## src/rtl/hazard_scoreboard.sv

```systemverilog
// hazard_scoreboard: load-use stall and registered ALU forwarding selects for the 5-stage pipeline
// Ports: clk/rst_n (async active-low); id_* decode-stage instruction fields; flush squashes ID;
// stall holds PC and IF/ID and bubbles EX; fwd_a/fwd_b are the EX operand selects (00 regfile, 10 EX/MEM, 01 MEM/WB);
// ex_dest/mem_dest/wb_dest and wb_reg_write expose the shadow pipeline; stall_count counts stall
// cycles when HAZARD_STALL_STATS_EN is defined and is tied to 0 otherwise.
module hazard_scoreboard #(
  parameter int AW = 5,
  parameter int CNT_W = 16
) (
  input  logic             clk,
  input  logic             rst_n,
  input  logic             id_valid,
  input  logic [AW-1:0]    id_rs,
  input  logic [AW-1:0]    id_rt,
  input  logic [AW-1:0]    id_rd,
  input  logic             id_reg_dst,
  input  logic             id_reg_write,
  input  logic             id_mem_read,
  input  logic             id_use_rs,
  input  logic             id_use_rt,
  input  logic             flush,
  output logic             stall,
  output logic [1:0]       fwd_a,
  output logic [1:0]       fwd_b,
  output logic [AW-1:0]    ex_dest,
  output logic [AW-1:0]    mem_dest,
  output logic [AW-1:0]    wb_dest,
  output logic             wb_reg_write,
  output logic [CNT_W-1:0] stall_count
);
  logic [AW-1:0] id_dest;
  logic id_we, bubble, ex_we, ex_ld, mem_we;
  logic [1:0] sel_a, sel_b;
  assign id_dest = id_reg_dst ? id_rd : id_rt;
  assign id_we = id_valid & id_reg_write & (id_dest != '0);
  assign stall = ex_ld & ex_we & ((id_use_rs & (id_rs == ex_dest)) | (id_use_rt & (id_rt == ex_dest))) & id_valid & ~flush;
  assign bubble = ~id_valid | flush | stall;
  // a load still in EX cannot feed EX/MEM, so only non-loads forward from there
  function automatic logic [1:0] fsel(input logic use_r, input logic [AW-1:0] r);
    return (use_r & ex_we & ~ex_ld & (r == ex_dest)) ? 2'b10 :
           (use_r & mem_we & (r == mem_dest)) ? 2'b01 : 2'b00;
  endfunction
  always_comb begin
    sel_a = fsel(id_use_rs, id_rs);
    sel_b = fsel(id_use_rt, id_rt);
  end
  always_ff @(posedge clk or negedge rst_n) begin
    if (!rst_n) begin
      ex_we <= 1'b0;
      ex_ld <= 1'b0;
      ex_dest <= '0;
      mem_we <= 1'b0;
      mem_dest <= '0;
      wb_reg_write <= 1'b0;
      wb_dest <= '0;
      fwd_a <= 2'b00;
      fwd_b <= 2'b00;
    end else begin
      wb_reg_write <= mem_we;
      wb_dest <= mem_dest;
      mem_we <= ex_we;
      mem_dest <= ex_dest;
      ex_we <= ~bubble & id_we;
      ex_ld <= ~bubble & id_mem_read;
      ex_dest <= bubble ? '0 : id_dest;
      fwd_a <= bubble ? 2'b00 : sel_a;
      fwd_b <= bubble ? 2'b00 : sel_b;
    end
  end
`ifdef HAZARD_STALL_STATS_EN
  always_ff @(posedge clk or negedge rst_n) begin
    if (!rst_n) stall_count <= '0;
    else if (stall && !(&stall_count)) stall_count <= stall_count + 1'b1;
  end
`else
  assign stall_count = '0;
`endif
endmodule
```

## config.mk

```make
export PLATFORM = sky130hd
export DESIGN_NAME = hazard_scoreboard
export DESIGN_NICKNAME = d
export VERILOG_FILES = /design/src/rtl/hazard_scoreboard.sv
export SDC_FILE = /design/constraint.sdc
export NUM_CORES = 1
export LEC_CHECK = 0
export CAP_MARGIN = 20
export CELL_PAD_IN_SITES_DETAIL_PLACEMENT = 2
export CELL_PAD_IN_SITES_GLOBAL_PLACEMENT = 2
export CORE_ASPECT_RATIO = 2
export CORE_MARGIN = 5
export CORE_UTILIZATION = 41
export CTS_BUF_LIST = sky130_fd_sc_hd__clkbuf_4 sky130_fd_sc_hd__clkbuf_8
export DETAILED_ROUTE_END_ITERATION = 8
export DONT_BUFFER_PORTS = 1
export PLACE_DENSITY = 0.91
export SLEW_MARGIN = 20
export SYNTH_ARGS = -nofsm -noshare
export SYNTH_HDL_FRONTEND = slang
export SYNTH_SLANG_ARGS = --single-unit
```

## constraint.sdc

```tcl
create_clock -name clk -period 3.8 [get_ports clk]
set_input_delay 0.76 -clock clk [delete_from_list [all_inputs] [get_ports clk]]
set_output_delay 0.76 -clock clk [all_outputs]
set_load 0.02 [all_outputs]
```

# After elaboration in Yosys (flattened, before gate mapping)
# Cells that the tools add are included.
# word_totals
reg_bits	23
inputBits	24
output_inout_bits	37
wordCells	49
# op_classes
eq_ne	4
n_mux	8
bitwise_logic	27
reduce_logical	1
# op_table
cell	count
1-bit AND	20
5-bit equality test	4
5-bit 2-to-1 mux	2
2-bit 2-to-1 mux	4
5-bit nonzero test	1
1-bit inverter	4
1-bit bitwise OR	3
1-bit 2-to-1 mux	2

# Depth between registers and ports, before layout
# Gate-level depths: netlist of run 1.
# depth
word_depth	9
depth_mapped	5
mapped_depth_nobuf	4

# Least setup slack after synthesis of run 1
# Ideal clock, no wire load.
# synth_path
path_kind	input to output
start	in id_rt[2]
end	out stall
arrival_ns	1.691
required_ns	3.040
setup_slack_ns	1.349
stages	4
n_path_buf	0
cell_sequence	xnor2_1 nand4_2 nor3_4 or2_1
# synth_between
elab_chain_cells	6
# synth_rtl
item	line_no	rtl
start: declaration	14	input logic [AW-1:0] id_rt,
5-bit equality test	36	assign stall = ex_ld & ex_we & ((id_use_rs & (id_rs == ex_dest)) | (id_use_rt & (id_rt == ex_dest))) & id_vali ...
1-bit AND	36	
1-bit bitwise OR	36	
1-bit AND (3 in series)	36	
end: declaration	22	output logic stall,
# Every way passes these cells.

# Worst setup path after layout of run 1
# layout_path
start	reg ex_dest[2]
end	out stall
# layout_between
elab_chain_cells	6
elab_cells_between_ends	8
classes_between	eq/ne: 2; bitwise: 6
# layout_rtl
item	line_no	rtl
start: declaration	25	output logic [AW-1:0] ex_dest,
start signal: assignment	65	ex_dest <= bubble ? '0 : id_dest;
5-bit equality test	36	
1-bit AND	36	
1-bit bitwise OR *	36	
1-bit AND * (3 in series)	36	
# Mark *: on every way between the ends. The rest lies on a longest branch, timed or not.

==> results of run 1 <==
layer usage:
metal / part of all wire (%) / wire [um] / vias to the layer above
li1: - / - / 331
met1: 34 / 1031 / 366
met2: 54 / 1631 / 45
met3: 7.2 / 215 / 8
met4: 4.0 / 119 / 0
met5: 0 / 0 / -
area by class of cell:
type | count | area [um2] | area share [%]
clock buffers | 4 | 48.80 | 4.037
multi-input cells | 77 | 548.0 | 45.34
flip-flops and latches | 23 | 575.6 | 47.62
well taps | 29 | 36.28 | 3.002
layout by cell type, fill, tap and decap left out:
master,instances
nor4b_1,5
nor3_4,2
xnor2_1,14
nor2b_4,1
nand4_2,1
or2_1,1
o311ai_0,1
nor4_2,1
nand3b_1,2
nor2_1,1
clkbuf_8,3
nand4_1,3
nor3_1,6
nand2b_1,1
dfrtp_1,23
xor2_1,6
nor4_1,3
or4_1,1
conb_1,16
nand2_1,5
mux2i_1,5
clkbuf_4,1
nand3_1,1
and4_1,1
synthesized netlist by cell type (2+ instances only):
library cell / instances
mux2i_1: 5
nor4_1: 3
xor2_1: 6
nor4b_1: 5
buf_4: 16
nand2_1: 5
nand3b_1: 2
nor3_1: 6
dfrtp_1: 23
xnor2_1: 14
nor3_4: 2
nand4_1: 3
state kept, by name (all words and copies together), names as in the netlist:
name	cells
ex_dest	5
ex_ld	1
ex_we	1
fwd_a	2
fwd_b	2
mem_dest	5
mem_we	1
wb_dest	5
wb_reg_write	1
metrics by stage:
step | cells | total power, uW | area, um2 | hold slack, ps | util, %
after floorplan | 118 | 333.7 | 1259 | 367.5 | -
after global placement | 129 | 326.9 | 1160 | 403.5 | 41.37
after detailed placement | 129 | 329.8 | 1160 | 414.4 | 41.37
after CTS | 133 | 484.6 | 1209 | 183.5 | 43.11
after global routing | 133 | 498.6 | 1209 | 175.4 | 43.11
final | 133 | 479.1 | 1209 | 187.6 | 43.11
cell families (layout without fill, tap and decap cells):
kind of cell | Yosys count | in the layout
muxes | 5 | 5
and+or+nand+nor | 35 | 35
other | 1 | 16
buffers and inverters | 18 | 4
DFF | 23 | 23
xor gates and xnor gates | 20 | 20
AOI/OAI and AO/OA | 1 | 1
worst max path at each step:
| stage | start | to | slack [ps] |
|---|---|---|---|
| floorplan | id_rt[2] | stall | 1350 |
| global placement | id_valid | stall | 1160 |
| detailed placement | id_rs[2] | stall | 1050 |
| CTS | ex_dest[2]$_DFF_PN0_ | stall | 960 |
| global route | ex_dest[2]$_DFF_PN0_ | stall | 830 |
| finish | ex_dest[2]$_DFF_PN0_ | stall | 990 |
power groups by stage:
stage	clock [uW]	sequential [uW]	combinational, uW
floorplan	0	275	58.6
global placement	0	278	49.3
detailed placement	0	278	51.5
CTS	159	273	52.3
global route	167	275	57.0
finish	154	273	52.3
==> results.cfg, run 1 <==
[clock_tree]
cts_resized = 0
postCtsHoldBufs = 0
root_buffer = clkbuf_8
cts_made_buffers = 3
clockBufferDepth = 2
htreeDepth = 1
cts.repair_timing.setup_buffer_count = 0
clock_tree_from_tritoncts = done
clock_latency_at_the_later_pin_of_the_worst_skew_pair_ps = 260
clock_slew_at_the_register_clock_pins_of_the_worst_setup_and_hold_paths_ps = 80
numClockSinks = 23

[worst_setup_path]
worstPathBufferInverterCount = 0
data_arrival_time_at_the_worst_slack_endpoint_ps = 2050
critical_path.max_stage_delay_ps = 500
critical_path_class = reg -> out
critPathSlowestCell = dfrtp_1
critical_path.max_fanout = 10
reg_to_reg_endpoint = ex_dest[2]$_DFF_PN0_
cp-end-kind = output pin
timing.critical_path.depth = 4
worst_r2r_startpoint = ex_dest[2]$_DFF_PN0_
crit_required_ps = 3040
crit_path_start_kind = register
setup.reg_to_reg.worst_slack_ps = 2010
path_cells = xnor2_1 -> nand4_1 -> nor3_4 -> or2_1
r2r_cells = 4
worst_path_dominant_cell_family = simple AND/OR/NAND/NOR gates

[power_and_ir_drop]
power.density_mw_per_mm2 = 396.3
clockPowerShare_pct = 32.1
power_frac_comb_pct = 10.9
worst_ir_drop_vdd_mv = 0.1837
sequential_share_of_power_pct = 57.0
netSwitchingFraction_pct = 25.99
p_leak_uw = 0.0005578
p_switching_uw = 124.5
power.internal_uw = 354.6

[floorplanning]
initial_utilization_pct = 42.88
floorplan.die.height_um = 86.59
core_region_area_mm2 = 0.002804
design.portCount = 61
die_area_mm2 = 0.004181
placementRows = 27
die_x_um = 48.29

[flow_run]
max_cap_violation_count = 0

[synthesis]
warning_count_from_the_yosys_run = 0
yosys.cell_types.count = 25
synthDominantAreaCellType = dfrtp_1
area_fraction_in_compound_gates_after_synthesis_pct = 0.7284
syn_inst = 103
post_synth_xor_area_fraction_pct = 14.57
yosys.area.top_type_share_pct = 47.87
synth.avg_cell_area_um2 = 11.67
synth_flop_cell = dfrtp_1
synth_async_sr_flop_share_pct = 100.0
muxShareOfSynthArea_pct = 4.162
largest_family_of_logic_cells_by_synthesized_area = simple AND/OR/NAND/NOR gates
synth_enable_flop_cells = 0
netlist_area_mm2 = 0.001202
ys_seq_area_share_pct = 47.87
post_synth_fa_ha_maj_area_fraction_pct = 0
yosys_register_bits = 23
post_synth_and_or_nand_nor_area_fraction_pct = 21.12
yosys-top-cells-area = dfrtp_1 (48%), xnor2_1 (10%), buf_4 (10%), xor2_1 (4.4%), mux2i_1 (4.2%)

[sta]
fin_skew_ps = 4.960
fmaxAchievable_mhz = 356.4
hold_viol = 0
final_min_period_over_clock_period_pct = 73.83
final-max-slew-violation-count = 0
timing.final.ws_setup_ps = 994.5
setup_repair_after_global_routing_missed_its_margin = false
setup-tns-final_ps = 0
setup_viol = 0
finalWorstPathRequiredPeriod_ps = 2806

[global_route]
busiest_layer = met2
grt.met3_usage_pct = 3.326
grt_util_met1_pct = 18.22
grt_pass1_vias = 934
grt_first_pass_wirelength_mm = 4.774
grt_total_ovfl = 0
antenna_found_initial = 0
grt_use_met2_pct = 26.07
grt_start_max_net_pins = 24
grt_usage_pct = 16.12

[hold_path]
hold_path_class = in -> async

[place]
detailed_place_hpwl_mm = 2.522
detailedPlace.worstSlack_ps = 1053
port_buffers = 0
routabilityCongestion = 0.8368

[route]
via_density = 5.639
ant_nets = 0
route.detailed.drc = 0
drtIter0Drc = 6
route.vias.total = 750
totalWireLength_mm = 2.997
route.detailed.wl_per_inst_um = 22.53
drt_pre_antenna_iters = 3

[layout]
layout-area-overhead-vs-synth_pct = 0.5204
finish.net_count = 129
diodes = 0
num-fill-cells = 310
drive_above_1_share_pct = 8.654

[run_status]
status = completed
Power figures use the tool's default switching activity.
==> run 2: changes to the inputs <==
--- a/config.mk
+++ b/config.mk
@@ -10,11 +10,11 @@
 export CELL_PAD_IN_SITES_GLOBAL_PLACEMENT = 2
 export CORE_ASPECT_RATIO = 2
 export CORE_MARGIN = 5
-export CORE_UTILIZATION = 41
+export CORE_UTILIZATION = 38
 export CTS_BUF_LIST = sky130_fd_sc_hd__clkbuf_4 sky130_fd_sc_hd__clkbuf_8
 export DETAILED_ROUTE_END_ITERATION = 8
 export DONT_BUFFER_PORTS = 1
-export PLACE_DENSITY = 0.91
+export PLACE_DENSITY = 0.86
 export SLEW_MARGIN = 20
 export SYNTH_ARGS = -nofsm -noshare
 export SYNTH_HDL_FRONTEND = slang
==> constraint.sdc (replaced) <==
create_clock -name clk -period 2.69 [get_ports clk]
set_input_delay 0.538 -clock clk [delete_from_list [all_inputs] [get_ports clk]]
set_output_delay 0.538 -clock clk [all_outputs]
set_load 0.02 [all_outputs]
==> results.cfg, run 2 (synthesis gave the netlist of run 1 again) <==
[clock_tree]
clock_latency_at_the_later_pin_of_the_worst_skew_pair_ps = 260
cts_made_buffers = 3
clock_tree_from_tritoncts = done
root_buffer = clkbuf_8
clock_slew_at_the_register_clock_pins_of_the_worst_setup_and_hold_paths_ps = 80
htreeDepth = 1
cts.repair_timing.setup_buffer_count = 0
numClockSinks = 23
clockBufferDepth = 2

[worst_setup_path]
critical_path.max_stage_delay_ps = 510
crit_required_ps = 2150
cp-end-kind = output pin
critical_path_class = reg -> out
path_cells = xnor2_1 -> nand4_1 -> nor3_4 -> or2_1
reg_to_reg_endpoint = ex_dest[3]$_DFF_PN0_
crit_path_start_kind = register
data_arrival_time_at_the_worst_slack_endpoint_ps = 1800
worst_path_dominant_cell_family = simple AND/OR/NAND/NOR gates
setup.reg_to_reg.worst_slack_ps = 950
critical_path.max_fanout = 4
worstPathBufferInverterCount = 0
critPathSlowestCell = dfrtp_1
worst_r2r_startpoint = ex_dest[0]$_DFF_PN0_
r2r_cells = 5

[layout]
num-fill-cells = 338
diodes = 0
drive_above_1_share_pct = 11.21
largest_registers = ex_dest (5), mem_dest (5), wb_dest (5)
layout-area-overhead-vs-synth_pct = 2.393
layout_common_cells = dfrtp_1 (23), conb_1 (16), xnor2_1 (14)
final_common_cell = dfrtp_1
finish.net_count = 132

[place]
detailed_place_hpwl_mm = 2.526
port_buffers = 0
routabilityCongestion = 0.7794

[hold_path]
hold_path_class = in -> async

[floorplanning]
placementRows = 29
core_region_area_mm2 = 0.003120
initial_utilization_pct = 38.53
floorplan.die.height_um = 89.55
die_area_mm2 = 0.004457
design.portCount = 61
die_x_um = 49.78

[route]
via_density = 5.514
route.detailed.drc = 0
totalWireLength_mm = 2.979
drtIter0Drc = 5
route.detailed.wl_per_inst_um = 21.59
route.vias.total = 761
drt_pre_antenna_iters = 3
ant_nets = 0

[power_and_ir_drop]
sequential_share_of_power_pct = 56.4
power.density_mw_per_mm2 = 555.2
p_switching_uw = 182.4
p_leak_uw = 0.0005726
power_frac_comb_pct = 11.5
clockPowerShare_pct = 32.2
netSwitchingFraction_pct = 26.68
power.internal_uw = 501.2
worst_ir_drop_vdd_mv = 0.2702
totalPowerFinal_uw = 683.6

[run_status]
status = completed

[sta]
setup_repair_after_global_routing_missed_its_margin = false
final-max-slew-violation-count = 0
timing_worst_slew_pin_value_ps = 522.3
setup-tns-final_ps = 0
relSlewSlack_pct = 65.18
final_min_period_over_clock_period_pct = 86.95
fin_hold_ws_ps = 248.7
setup_viol = 0
fin_skew_ps = 2.327
finalWorstPathRequiredPeriod_ps = 2339
fmaxAchievable_mhz = 427.5
hold_viol = 0

[global_route]
grt_start_max_net_pins = 24
grt_first_pass_wirelength_mm = 4.836
grt_total_ovfl = 0
grt_usage_pct = 14.32
grt_pass1_vias = 937
antenna_found_initial = 0

[flow_run]
max_cap_violation_count = 0
[run 2: cell types whose count changed in the layout (fill, tap and decap cells not counted)]
cell / before / now
buf_2: 0 / 1
buf_4: 0 / 2
[run 2: worst register-to-register path, cell delays in order, from the launching register on]
cell and delay, ps:
dfrtp_1 510, xnor2_1 190, nand4_1 240, nor3_4 80, buf_4 180, nor4b_1 400
[run 2: power groups by stage]
stage               Sequential (uW)  Clock [uW]  Combinational, uW
CTS                             386         225               79.7
global placement                392           0               68.4
global route                    388         244               86.8
floorplan                       389           0               82.8
finish                          385         220               78.5
detailed placement              393           0               71.1
[run 2: timing repair]
item                                   CTS  global route
endpoints found under the hold margin   23             0
hold buffers                             1             0
gates resized for setup                  0             0
[run 2: worst max-delay path by stage]
stage,startpoint,endpoint,slack (ps),depth (start not counted)
floorplan,id_rt[2],stall,680,4
global placement,id_valid,stall,710,4
detailed placement,id_valid,stall,600,4
CTS,ex_dest[1]$_DFF_PN0_,stall,310,4
global route,ex_dest[0]$_DFF_PN0_,stall,220,4
finish,ex_dest[1]$_DFF_PN0_,stall,350,4
[run 2: metrics by stage]
step | std cells | utilization (%) | setup slack, ps | area, um2
6_report | 138 | 39.45 | 350.9 | 1231
5_1_grt | 138 | 39.45 | 219.2 | 1231
4_1_cts | 138 | 39.62 | 308.2 | 1236
3_5_place_dp | 133 | 37.73 | 597.8 | 1177
3_3_place_gp | 133 | 37.73 | 705.3 | 1177
2_1_floorplan | 118 | - | 683.0 | 1259
[run 2: layout make-up]
class	count	area, um2	share of cell area [%]
multi-input cells	77	548.0	44.51
repair buffers	3	20.02	1.626
well taps	31	38.79	3.150
flip-flops and latches	23	575.6	46.75
clock buffers	4	48.80	3.963
[run 2: layer usage]
| layer | track usage [%] | wire length (um) | up-vias |
|---|---|---|---|
| li1 | - | - | 331 |
| met1 | 14.64 | 975 | 381 |
| met2 | 25.64 | 1673 | 45 |
| met3 | 4.007 | 258 | 4 |
| met4 | 7.876 | 71 | 0 |
| met5 | 0 | 0 | - |
